**src/rtl/kmeans_pkg.sv**
```systemverilog
`default_nettype none
// ============================================================================
// Package     : kmeans_pkg
// Description : Shared width constants for the k-means datapath and the state
//               encoding of the centroid-update sequencer.
// Revision    : 1.0 - initial release
// ============================================================================
package kmeans_pkg;

    localparam int CENTROID_NUM     = 8;
    localparam int NUM_CORD         = 7;
    localparam int ACCUM_CORD_WIDTH = 22;
    localparam int CORDINATE_WIDTH  = 13;
    localparam int COUNT_WIDTH      = 10;

    typedef enum logic [2:0] {
        UPD_IDLE     = 3'd0,
        UPD_READ     = 3'd1,
        UPD_LOAD     = 3'd2,
        UPD_DIV_WAIT = 3'd3,
        UPD_WRITE    = 3'd4,
        UPD_DONE     = 3'd5
    } upd_state_t;

endpackage : kmeans_pkg
`default_nettype wire

```
**src/rtl/centroid_update_ctrl.sv**
```systemverilog
`default_nettype none
// ============================================================================
// Module      : centroid_update_ctrl
// Description : Walks centroids 0..CENTROID_NUM-1 after an accumulation pass.
//               For each one it reads accumulator/counter, presents them as
//               registered operands to the external divider, waits for the
//               divider latency and writes the quotient to centroid RAM.
//               Zero-count centroids are skipped (no write) and flagged in
//               empty_mask.
// Ports       : clk, rst_n (async, active low)
//               start / busy / done      - run control
//               acc_rd_idx, acc_data, cnt_data - accumulator bank read
//               div_accum, div_counter, div_result - divider interface
//               mem_we, mem_addr, mem_wdata   - centroid RAM write port
//               empty_mask                   - centroids with count 0
// Revision    : 1.0 - initial release
// ============================================================================
module centroid_update_ctrl #(
    parameter int                 CENTROID_NUM     = kmeans_pkg::CENTROID_NUM,
    parameter int                 ACCUM_CORD_WIDTH = kmeans_pkg::ACCUM_CORD_WIDTH,
    parameter int                 ACCUM_WIDTH      = 7 * kmeans_pkg::ACCUM_CORD_WIDTH,
    parameter int                 CORDINATE_WIDTH  = kmeans_pkg::CORDINATE_WIDTH,
    parameter int                 DATA_WIDTH       = 7 * kmeans_pkg::CORDINATE_WIDTH,
    parameter int                 ADDR_WIDTH       = 8,
    parameter int                 COUNT_WIDTH      = kmeans_pkg::COUNT_WIDTH,
    parameter logic [ADDR_WIDTH-1:0] CENT_BASE_ADDR = '0,
    parameter int                 DIV_LATENCY      = 2,
    localparam int                IDX_W            = $clog2(CENTROID_NUM)
) (
    input  logic                    clk,
    input  logic                    rst_n,
    input  logic                    start,
    output logic                    busy,
    output logic                    done,
    output logic [IDX_W-1:0]        acc_rd_idx,
    input  logic [ACCUM_WIDTH-1:0]  acc_data,
    input  logic [COUNT_WIDTH-1:0]  cnt_data,
    output logic [ACCUM_WIDTH-1:0]  div_accum,
    output logic [COUNT_WIDTH-1:0]  div_counter,
    input  logic [DATA_WIDTH-1:0]   div_result,
    output logic                    mem_we,
    output logic [ADDR_WIDTH-1:0]   mem_addr,
    output logic [DATA_WIDTH-1:0]   mem_wdata,
    output logic [CENTROID_NUM-1:0] empty_mask
);

    import kmeans_pkg::*;

    localparam int WAIT_W = $clog2(DIV_LATENCY + 1);

    // ------------------------------------------------------------------
    // Elaboration-time parameter sanity
    // ------------------------------------------------------------------
    generate
        if (int'(CENT_BASE_ADDR) + CENTROID_NUM > (2 ** ADDR_WIDTH)) begin : g_addr_range_err
            $error("centroid_update_ctrl: CENT_BASE_ADDR + CENTROID_NUM exceeds address space");
        end
        if (DIV_LATENCY < 1) begin : g_latency_err
            $error("centroid_update_ctrl: DIV_LATENCY must be >= 1");
        end
        if ((ACCUM_WIDTH != 7 * ACCUM_CORD_WIDTH) || (DATA_WIDTH != 7 * CORDINATE_WIDTH)) begin : g_width_err
            $error("centroid_update_ctrl: packed widths must hold exactly 7 coordinates");
        end
    endgenerate

    upd_state_t                r_state;
    upd_state_t                w_next;
    logic [IDX_W-1:0]          r_idx;
    logic [WAIT_W-1:0]         r_wait;
    logic                      r_busy;
    logic                      r_done;
    logic                      r_mem_we;
    logic [ADDR_WIDTH-1:0]     r_mem_addr;
    logic [DATA_WIDTH-1:0]     r_mem_wdata;
    logic [ACCUM_WIDTH-1:0]    r_div_accum;
    logic [COUNT_WIDTH-1:0]    r_div_counter;
    logic [CENTROID_NUM-1:0]   r_empty_mask;
    logic                      w_last;

    assign w_last = (r_idx == IDX_W'(CENTROID_NUM - 1));

    // ------------------------------------------------------------------
    // Next-state logic
    // ------------------------------------------------------------------
    always_comb begin
        w_next = r_state;
        case (r_state)
            UPD_IDLE:     if (start) w_next = UPD_READ;
            UPD_READ:     w_next = UPD_LOAD;
            UPD_LOAD:     w_next = (cnt_data == '0) ? UPD_WRITE : UPD_DIV_WAIT;
            UPD_DIV_WAIT: if (r_wait == '0) w_next = UPD_WRITE;
            UPD_WRITE:    w_next = w_last ? UPD_DONE : UPD_READ;
            UPD_DONE:     w_next = UPD_IDLE;
            default:      w_next = UPD_IDLE;
        endcase
    end

    // ------------------------------------------------------------------
    // State register and registered datapath. Status outputs are derived
    // from the next state so they line up with the state they describe
    // while still coming straight from flops.
    // ------------------------------------------------------------------
    always_ff @(posedge clk or negedge rst_n) begin
        if (!rst_n) begin
            r_state       <= UPD_IDLE;
            r_idx         <= '0;
            r_wait        <= '0;
            r_busy        <= 1'b0;
            r_done        <= 1'b0;
            r_mem_we      <= 1'b0;
            r_mem_addr    <= '0;
            r_mem_wdata   <= '0;
            r_div_accum   <= '0;
            r_div_counter <= '0;
            r_empty_mask  <= '0;
        end else begin
            r_state  <= w_next;
            r_busy   <= (w_next != UPD_IDLE) && (w_next != UPD_DONE);
            r_done   <= (w_next == UPD_DONE);
            // Only the DIV_WAIT path carries a fresh quotient; entering
            // WRITE straight from LOAD means the count was zero.
            r_mem_we <= (r_state == UPD_DIV_WAIT) && (w_next == UPD_WRITE);

            if (w_next == UPD_WRITE) begin
                r_mem_addr <= CENT_BASE_ADDR + ADDR_WIDTH'(r_idx);
            end

            case (r_state)
                UPD_IDLE: begin
                    if (start) begin
                        r_idx        <= '0;
                        r_empty_mask <= '0;
                    end
                end
                UPD_LOAD: begin
                    r_div_accum   <= acc_data;
                    r_div_counter <= cnt_data;
                    if (cnt_data == '0) begin
                        r_empty_mask[r_idx] <= 1'b1;
                    end else begin
                        r_wait <= WAIT_W'(DIV_LATENCY - 1);
                    end
                end
                UPD_DIV_WAIT: begin
                    if (r_wait == '0) begin
                        r_mem_wdata <= div_result;
                    end else begin
                        r_wait <= r_wait - 1'b1;
                    end
                end
                UPD_WRITE: begin
                    if (!w_last) begin
                        r_idx <= r_idx + 1'b1;
                    end
                end
                default: ;
            endcase
        end
    end

    assign busy        = r_busy;
    assign done        = r_done;
    assign acc_rd_idx  = r_idx;
    assign div_accum   = r_div_accum;
    assign div_counter = r_div_counter;
    assign mem_we      = r_mem_we;
    assign mem_addr    = r_mem_addr;
    assign mem_wdata   = r_mem_wdata;
    assign empty_mask  = r_empty_mask;

endmodule : centroid_update_ctrl
`default_nettype wire

```
**config.mk**
```make
export PLATFORM = sky130hd
export DESIGN_NAME = centroid_update_ctrl
export DESIGN_NICKNAME = d
export VERILOG_FILES = /design/src/rtl/kmeans_pkg.sv /design/src/rtl/centroid_update_ctrl.sv
export SDC_FILE = /design/constraint.sdc
export NUM_CORES = 1
export LEC_CHECK = 0
export BUFFER_PORTS_ARGS = -buffer_cell sky130_fd_sc_hd__clkbuf_2
export CAP_MARGIN = 20
export CORE_AREA = 2 2 209 211
export DETAILED_ROUTE_END_ITERATION = 8
export DIE_AREA = 0 0 211 213
export GPL_TIMING_DRIVEN = 0
export PLACE_DENSITY_LB_ADDON = 0.3
export SLEW_MARGIN = 20
export SYNTH_ARGS = -nofsm -noshare
export SYNTH_HDL_FRONTEND = slang
export SYNTH_SLANG_ARGS = --single-unit
```
**constraint.sdc**
```tcl
create_clock -name clk -period 2.3 [get_ports clk]
set_input_delay 0.23 -clock clk [delete_from_list [all_inputs] [get_ports clk]]
set_output_delay 0.23 -clock clk [all_outputs]
set_load 0.05 [all_outputs]
```
Word-level counts from Yosys, hierarchy flattened
Index checks and enable logic that the tools add are counted.
{"block": "totals", "reg_bits": 277, "latch_bits": 0, "ramBits": 0, "mem_bits_ro": 0, "output_inout_bits": 277, "mem_count": 0}
{"block": "classes", "addsub": 2, "mul": 0, "div_mod_pow": 0, "magnitude_cmp": 2, "n_eq_ne": 13, "shifts": 0, "muxes": 16, "bitwise": 1, "reduce_logical": 14}
{"cell": "3-bit 2-to-1 mux", "n": 6}
{"cell": "8-bit 2-to-1 mux", "n": 2}
{"cell": "8-bit case mux with 2 select lines", "n": 1}
{"cell": "3-bit case mux with 5 select lines", "n": 1}
{"cell": "3-bit equality test, second input constant", "n": 4}
{"cell": "10-bit logical NOT", "n": 1}
{"cell": "2-bit inequality test, second input constant", "n": 5}
{"cell": "3-bit AND reduction", "n": 3}
{"cell": "8-bit OR", "n": 1}
{"cell": "3-bit by 2-bit equality test with 1-bit output, second input constant", "n": 2}
{"cell": "3-bit case mux with 2 select lines", "n": 1}
{"cell": "2-bit nonzero test", "n": 3}
{"cell": "3-bit by 4-bit less-than comparator with 1-bit output, second input constant", "n": 1}
{"cell": "2-bit 2-to-1 mux", "n": 2}
{"cell": "2-bit case mux with 2 select lines", "n": 1}
{"cell": "3-bit by 1-bit adder with 3-bit output, second input constant", "n": 1}
{"cell": "1-bit demux with 3-bit select", "n": 1}
{"cell": "3-bit by 1-bit equality test with 1-bit output, second input constant", "n": 1}
{"cell": "3-bit by 1-bit >= comparator with 1-bit output, second input constant", "n": 1}
{"cell": "1-bit logical AND", "n": 3}
{"cell": "3-bit logical NOT", "n": 1}
{"cell": "3-bit inequality test, second input constant", "n": 1}
{"cell": "3-bit nonzero test", "n": 1}
{"cell": "2-bit logical NOT", "n": 1}
{"cell": "other kinds (3)", "n": 3}

Longest topological paths before layout
Gate-level depths: netlist of run 1.
{"block": "logic_depth", "depth_word": 7, "depth_mapped": 8, "mapped_depth_nobuf": 6}

Worst setup path after synthesis of run 1
Ideal clock, no wire load.
{"block": "synth_path", "path_type": "reg2reg", "start": "reg r_idx[0], in the netlist acc_rd_idx[0]", "end": "reg r_idx[2], in the netlist acc_rd_idx[2]", "setup_time_ns": 0.121, "arrival_ns": 1.726, "setup_slack_ns": 0.452, "path_stages_with_launch": 6, "path_buffers": 0, "synth_period_minus_slack_ns": 1.848, "path_cell_list": "dfrtp_1 > ha_1 > ha_1 > or3_1 > and2_1 > a22o_1"}
{"block": "synth_via", "elab_chain_cells": 3, "elab_cells_between_ends": 6, "cone_classes": "add/sub (1); eq/ne (2); mux (2); reduce/logical (1)"}
{"element": "start: declaration", "line_no": "centroid_update_ctrl.sv:68", "rtl": "logic [IDX_W-1:0] r_idx;"}
{"element": "start signal: assignment", "line_no": "centroid_update_ctrl.sv:153", "rtl": "r_idx <= r_idx + 1'b1;"}
{"element": "3-bit by 1-bit adder with 3-bit output / 3-bit equality test (equally long branches)", "line_no": "centroid_update_ctrl.sv:153, centroid_update_ctrl.sv:80"}
{"element": "3-bit 2-to-1 mux / 2-bit inequality test (equally long branches)"}
{"element": "3-bit case mux with 2 select lines / 3-bit AND reduction (equally long branches)"}
Several ways; a longest one is shown, not always the timed one. The select of a mux whose other input is x is not followed.
A chain may end at the register's enable or synchronous reset.

Final worst setup path of run 1
{"block": "layout_path", "start": "in cnt_data[3]", "end": "reg r_mem_addr[2], in the netlist mem_addr[2]"}
{"block": "layout_via", "elab_chain_cells": 4}
{"element": "start: declaration", "line_no": "centroid_update_ctrl.sv:37", "rtl": "input logic [COUNT_WIDTH-1:0] cnt_data,"}
{"element": "10-bit logical NOT", "line_no": "centroid_update_ctrl.sv:90", "rtl": "UPD_LOAD: w_next = (cnt_data == '0) ? UPD_WRITE : UPD_DIV_WAIT;"}
{"element": "3-bit 2-to-1 mux", "line_no": "centroid_update_ctrl.sv:90"}
{"element": "3-bit case mux with 5 select lines", "line_no": "centroid_update_ctrl.sv:87", "rtl": "case (r_state)"}
{"element": "3-bit equality test", "line_no": "centroid_update_ctrl.sv:124", "rtl": "if (w_next == UPD_WRITE) begin"}
{"element": "end signal: assignment", "line_no": "centroid_update_ctrl.sv:125", "rtl": "r_mem_addr <= CENT_BASE_ADDR + ADDR_WIDTH'(r_idx);"}
{"element": "end: declaration", "line_no": "centroid_update_ctrl.sv:73", "rtl": "logic [ADDR_WIDTH-1:0] r_mem_addr;"}
Every way passes these cells.

==> results.py, run 1 <==
metrics = {
    "run_status": {
        "status": "completed",
    },
    "synthesis": {
        "synth_sequential_area_ratio_pct": 64.73,
        "avgSynthCellArea_sq_um": 16.89,
        "synth_warnings": 0,
        "syn_area_sq_mm": 0.01071,
        "synth_edf_count": 0,
        "syn-instance-count": 634,
        "synthArstFlopShare_pct": 100.0,
        "ys.flop_type": "dfrtp_1",
        "synth_cell_type_count": 33,
        "synth_seq_cells": 277,
    },
    "critical_path": {
        "startpoint_type": "primary input",
        "critPathTopFamily": "simple AND/OR/NAND/NOR gates",
        "crit_slowest_cell": "dlygate4sd3_1",
        "crit_path_end_kind": "register",
        "startpoint": "cnt_data[3]",
        "cp.buffers_inverters": 2,
        "cp_max_fo": 10,
        "crit_chain": "dlygate4sd3_1, clkbuf_2, nor4_1, nand4_2, nand2_1, mux2_2",
        "cpPeakStageDelay_ns": 0.53,
        "regToRegStartpoint": "r_state[0]",
        "worstPathArrival_ns": 2.46,
        "critical_path_class": "primary input to register",
        "cp_data_required_time_ns": 2.70,
    },
    "power_and_ir_drop": {
        "p_per_area_mw_per_mm2": 1748,
        "p_leak_nw": 8.773,
        "ir_worst_vdd_v": 0.001088,
        "p_int_mw": 15.79,
        "netSwitchingFraction_pct": 49.18,
        "netSwitchingPower_mw": 15.28,
        "power_frac_clock_pct": 16.4,
        "seq_power_share_pct": 27.9,
        "power_frac_comb_pct": 55.7,
        "power_mw": 31.07,
    },
    "clock_tree": {
        "cts_tree": "built",
        "clock-root-buffer": "clkbuf_16",
        "cts_setup_buffers": 0,
        "cts.htree.levels": 2,
        "clk_path_buf_depth": 3,
        "clk_pin_slew_worst_paths_ns": 0.05,
        "clk_latency_ns": 0.52,
        "cts-buffers-inserted": 35,
        "cts.sink_count": 277,
    },
    "detailed_routing": {
        "wl_mm": 33.38,
        "viasPerCell": 4.136,
        "wl_per_cell_microns": 16.43,
        "via_count": 8400,
        "drcViolationCount": 0,
        "firstDrtPassIters": 6,
        "drt_iter0_markers": 253,
        "postRouteAntennaNets": 0,
    },
    "place": {
        "dp_slack_ns": 0.001307,
        "io_buffer_count": 529,
        "gp_congestion": 0.7876,
        "dpl.hpwl_mm": 23.56,
        "place_area_sq_mm": 0.01415,
    },
    "cells_and_area": {
        "layout.nets": 1724,
        "fillers": 3948,
        "syn2layout_area_growth_pct": 66.00,
        "utilization_pct": 41.64,
        "diodes": 0,
        "fin_area_sq_mm": 0.01778,
        "drive_gt1_share_pct": 59.12,
    },
    "global_route": {
        "grt_max_degree": 85,
        "grt_overflow": 0,
        "met2_usage_pct": 25.62,
        "grt_pass1_vias": 9100,
        "antenna_found_initial": 0,
        "grt-busiest-layer": "met2",
        "grt.total_usage_pct": 14.25,
        "grt_first_pass_wirelength_mm": 50.07,
        "grt_use_met1_pct": 15.85,
        "gr-usage-met3_pct": 4.265,
    },
    "sta": {
        "worst_pin_slew_ns": 0.5657,
        "rsz0062_at_grt": "no",
        "final-setup-viol-count": 0,
        "finalClockSkew_ns": 0.01312,
        "fmax_mhz": 485.6,
        "worst_slack_ns": 0.2409,
        "fin_crit_ns": 2.059,
        "period_share_pct": 89.53,
        "hold_violations": 0,
        "slew_headroom_pct": 61.94,
        "final_max_slew_viol_count": 0,
    },
    "job": {
        "drv_cap": 0,
    },
    "floorplanning": {
        "fp.dieW_microns": 211,
        "die-height_microns": 213,
        "fp-row-count": 76,
        "design.core.area_sq_mm": 0.04270,
        "io_pins": 535,
        "start_util_pct": 25.08,
        "die-area_sq_mm": 0.04494,
    },
    "hold_path": {
        "hp-start": "start",
        "hp-class": "primary input to register",
    },
}
placed cells by master, fill, tap and decap left out, drive strengths merged, types with 3 or more instances in the layout:
cell type and n:
dfrtp 277, nor2 4, clkbuf 580, dlygate4sd3 256, inv 5, mux2 258
o21ai 4, o21a 8, nand2 6, nor4b 4, o31ai 3, clkinv 7
nor3 3, conb 5, nor4 4, ha 3, buf 39
Yosys cell counts (3+ instances only):
cell | count | area [sq um]
nor4b_1 | 4 | 35.03
inv_1 | 5 | 18.77
o21a_1 | 8 | 60.06
mux2_4 | 58 | 870.8
dfrtp_1 | 277 | 6932
o31ai_1 | 3 | 22.52
buf_6 | 7 | 78.83
mux2_2 | 200 | 2252
buf_4 | 5 | 37.54
nor2_1 | 4 | 15.01
buf_2 | 22 | 110.1
nand2_1 | 6 | 22.52
o21ai_0 | 4 | 20.02
nor4_1 | 4 | 25.02
ha_1 | 3 | 37.54
nor3_1 | 3 | 15.01
kinds of logic (layout without fill, tap and decap cells):
kind of cell,after synthesis,after routing,share of synthesized area [%]
compound gates,21,21,1.426
fa+ha+maj,3,3,0.3505
mux,258,258,29.16
buf+inv,42,889,2.395
flops,277,277,64.73
simple gates,32,32,1.904
other cells,1,5,0.03502
final timing paths:
check	endpoint	slack, ns	cells after the start
max in group asynchronous	mem_wdata[70]	0.89	4
hold / removal	r_state[0]	0.05	3
min in group asynchronous	div_accum[27]	0.21	2
setup / recovery	mem_addr[2]	0.24	6
hold reg to reg	r_wait[0]	0.48	1
setup reg to reg	div_accum[105]	0.25	4
area by class of cell:
cell class	instances	area (sq um)	area share, %
sequential	277	6932	38.99
timing repair buffer	788	5301	29.82
multi-input combinational	319	3542	19.93
clock buffer	50	1005	5.652
tap	546	683.2	3.843
buffer	37	237.7	1.337
clock inverter	9	57.56	0.3238
inverter	5	18.77	0.1056
metrics by stage:
stage	hold slack, ns	std cells	TNS [ns]
2_1_floorplan	-0.06559	638	0
3_3_place_gp	0.4617	1713	-1400.27
3_5_place_dp	0.1818	1716	0
4_1_cts	0.008756	2031	0
5_1_grt	0.04715	2031	0
6_report	0.04696	2031	0
metal layers:
layer	wire length (microns)	vias up	part of all wire (%)
li1	-	3899	-
met3	2163	63	6.5
met1	12700	4138	38
met5	0	-	0
met4	981	0	2.9
met2	17540	300	53
registers in the layout, summed over array words and instances, names as in the netlist:
| signal | count |
|---|---|
| div_counter | 10 |
| done | 1 |
| mem_wdata | 91 |
| acc_rd_idx | 3 |
| empty_mask | 8 |
| busy | 1 |
| r_state | 3 |
| mem_we | 1 |
| mem_addr | 3 |
| div_accum | 154 |
| r_wait | 2 |
worst register-to-register path, cell delays in order, from the launching register on:
cell,delay [ns]
dfrtp_1,0.46
nor3b_2,0.37
buf_2,0.34
buf_2,0.36
mux2_2,0.39
timing repair:
item | 4_1_cts | 5_1_grt
endpoints found under the setup margin | 0 | 2
resized for setup | 0 | 1
endpoints found under the hold margin | 294 | 0
hold buffers | 256 | 0
power by group through the flow:
stage / clock (mW) / sequential (mW) / combinational [mW]
floorplan: 0 / 16.8 / 4.74
global placement: 0 / 8.63 / 16.9
global route: 5.48 / 8.98 / 18.0
detailed placement: 0 / 8.69 / 17.1
CTS: 5.29 / 8.65 / 17.4
finish: 5.09 / 8.67 / 17.3
No activity file was read; power rests on OpenSTA's default activity.
==> run 2, diff against run 1 <==
Settings changed: GPL_TIMING_DRIVEN 0 to default, PLACE_DENSITY_LB_ADDON 0.3 to 0.25.
==> results.py, run 2 (synthesis gave the netlist of run 1 again) <==
metrics = {
    "job": {
        "drv_cap": 0,
    },
    "sta": {
        "period_share_pct": 85.12,
        "final-setup-viol-count": 0,
        "worst_slack_ns": 0.3421,
        "fin_crit_ns": 1.958,
        "rsz0062_at_grt": "no",
        "hold_violations": 0,
        "finalClockSkew_ns": 0.01309,
        "fmax_mhz": 510.8,
        "setup_tns_ns": 0,
        "final_max_slew_viol_count": 0,
    },
    "cells_and_area": {
        "drive_gt1_share_pct": 59.47,
        "largest_register_ffs": 154,
        "layout_commonest_cell": "clkbuf_2",
        "layout_common_cells": "528 x clkbuf_2, 277 x dfrtp_1, 256 x dlygate4sd3_1",
        "fin_area_sq_mm": 0.01789,
        "syn2layout_area_growth_pct": 67.02,
        "layout.nets": 1709,
    },
    "detailed_routing": {
        "drcViolationCount": 0,
        "firstDrtPassIters": 4,
        "postRouteAntennaNets": 0,
        "viasPerCell": 4.108,
        "via_count": 8299,
        "wl_per_cell_microns": 16.30,
        "drt_iter0_markers": 287,
        "wl_mm": 32.93,
    },
    "power_and_ir_drop": {
        "seq_power_share_pct": 27.5,
        "ir_worst_vdd_v": 0.001092,
        "power_frac_comb_pct": 54.7,
        "power_frac_clock_pct": 17.8,
        "netSwitchingPower_mw": 15.26,
        "p_leak_nw": 8.797,
        "p_int_mw": 16.31,
        "power_mw": 31.56,
        "p_per_area_mw_per_mm2": 1765,
        "netSwitchingFraction_pct": 48.33,
    },
    "global_route": {
        "grt_pass1_vias": 9230,
        "antenna_found_initial": 1,
        "grt_overflow": 0,
        "grt_first_pass_wirelength_mm": 50.49,
        "grt_max_degree": 70,
        "grt.total_usage_pct": 14.30,
    },
    "clock_tree": {
        "cts.sink_count": 277,
        "cts-buffers-inserted": 34,
        "clk_pin_slew_worst_paths_ns": 0.06,
        "clock-root-buffer": "clkbuf_16",
        "cts_tree": "built",
        "clk_latency_ns": 0.52,
        "cts.htree.levels": 2,
        "clk_path_buf_depth": 3,
    },
    "place": {
        "place_area_sq_mm": 0.01412,
        "gp_congestion": 0.7570,
        "dpl.hpwl_mm": 23.34,
        "dp_slack_ns": 0.3537,
        "io_buffer_count": 529,
    },
    "floorplanning": {
        "fp.dieW_microns": 211,
        "fp-row-count": 76,
        "design.core.area_sq_mm": 0.04270,
        "die-area_sq_mm": 0.04494,
        "io_pins": 535,
        "die-height_microns": 213,
        "start_util_pct": 25.08,
    },
    "critical_path": {
        "r2r_slack_ns": 0.34,
        "worstPathArrival_ns": 2.36,
        "crit_path_end_kind": "register",
        "cp_max_fo": 21,
        "critical_path_class": "register to register",
        "cp_data_required_time_ns": 2.70,
        "startpoint_type": "register",
    },
    "run_status": {
        "status": "completed",
    },
    "hold_path": {
        "hp-class": "primary input to register",
    },
}
-- run 2: cell count changes in the layout (fill, tap and decap cells not counted), moves of 2 or more --
cell,delta
clkinv_4,-2
clkbuf_1,-8
buf_2,-22
buf_1,-2
inv_6,+2
buf_6,-7
buf_4,+14
bufinv_16,+2
clkinv_2,-4
buf_16,-3
buf_12,+7
clkbuf_8,+11
clkbuf_16,-2
-- run 2: stage by stage --
stage	utilization (%)	hold slack, ns	cells
after floorplan	-	-0.06559	638
after detailed placement	33.07	0.2185	1702
after global placement	33.07	0.2143	1702
after global routing	41.89	0.05321	2019
final	41.89	0.05972	2020
after CTS	41.89	0.01275	2019
-- run 2: worst max-delay path: stages, from the launching register on --
cell and delay, ns:
dfrtp_1 0.39, inv_1 0.09, ha_1 0.24, nand2_1 0.09, or2_4 0.34, buf_12 0.20
buf_12 0.18, mux2_4 0.30
-- run 2: area by class of cell --
cell class	count	area (sq um)
antenna	1	2.502
fill	3996	24810
clock inverter	8	108.9
multi-input combinational	319	3545
clock buffer	53	1094
tap	546	683.2
inverter	5	18.77
sequential	277	6932
timing repair buffer	811	5503
-- run 2: worst paths after layout --
kind | to | startpoint | depth (start not counted)
hold reg to reg | r_wait[0] | r_wait[0] | 1
max in group asynchronous | div_accum[106] | rst_n | 3
hold / removal | r_state[0] | start | 3
setup reg to reg | mem_wdata[25] | r_wait[1] | 7
min in group asynchronous | div_accum[11] | rst_n | 2
setup / recovery | mem_wdata[25] | r_wait[1] | 7
-- run 2: metal layers --
layer | routed length [microns] | global-route usage [%] | up-vias
li1 | - | - | 3888
met1 | 13100 | 16.61 | 4058
met2 | 16950 | 25.14 | 288
met3 | 1962 | 4.001 | 63
met4 | 908 | 5.245 | 2
met5 | 13 | 0 | -
-- run 2: power groups by stage --
| stage | sequential [mW] | combinational, mW | clock (mW) |
|---|---|---|---|
| after floorplan | 16.8 | 4.74 | 0 |
| after global placement | 8.67 | 16.9 | 0 |
| after detailed placement | 8.71 | 17.0 | 0 |
| after CTS | 8.67 | 17.4 | 5.84 |
| after global routing | 8.99 | 18.0 | 6.05 |
| final | 8.67 | 17.3 | 5.62 |
-- run 2: what timing repair did --
| action | CTS | global route |
|---|---|---|
| resized for setup | 0 | 0 |
| hold endpoints to repair | 305 | 0 |
| buffers inserted | 0 | 0 |
| endpoints found under the setup margin | 0 | 0 |
| hold buffers | 256 | 0 |
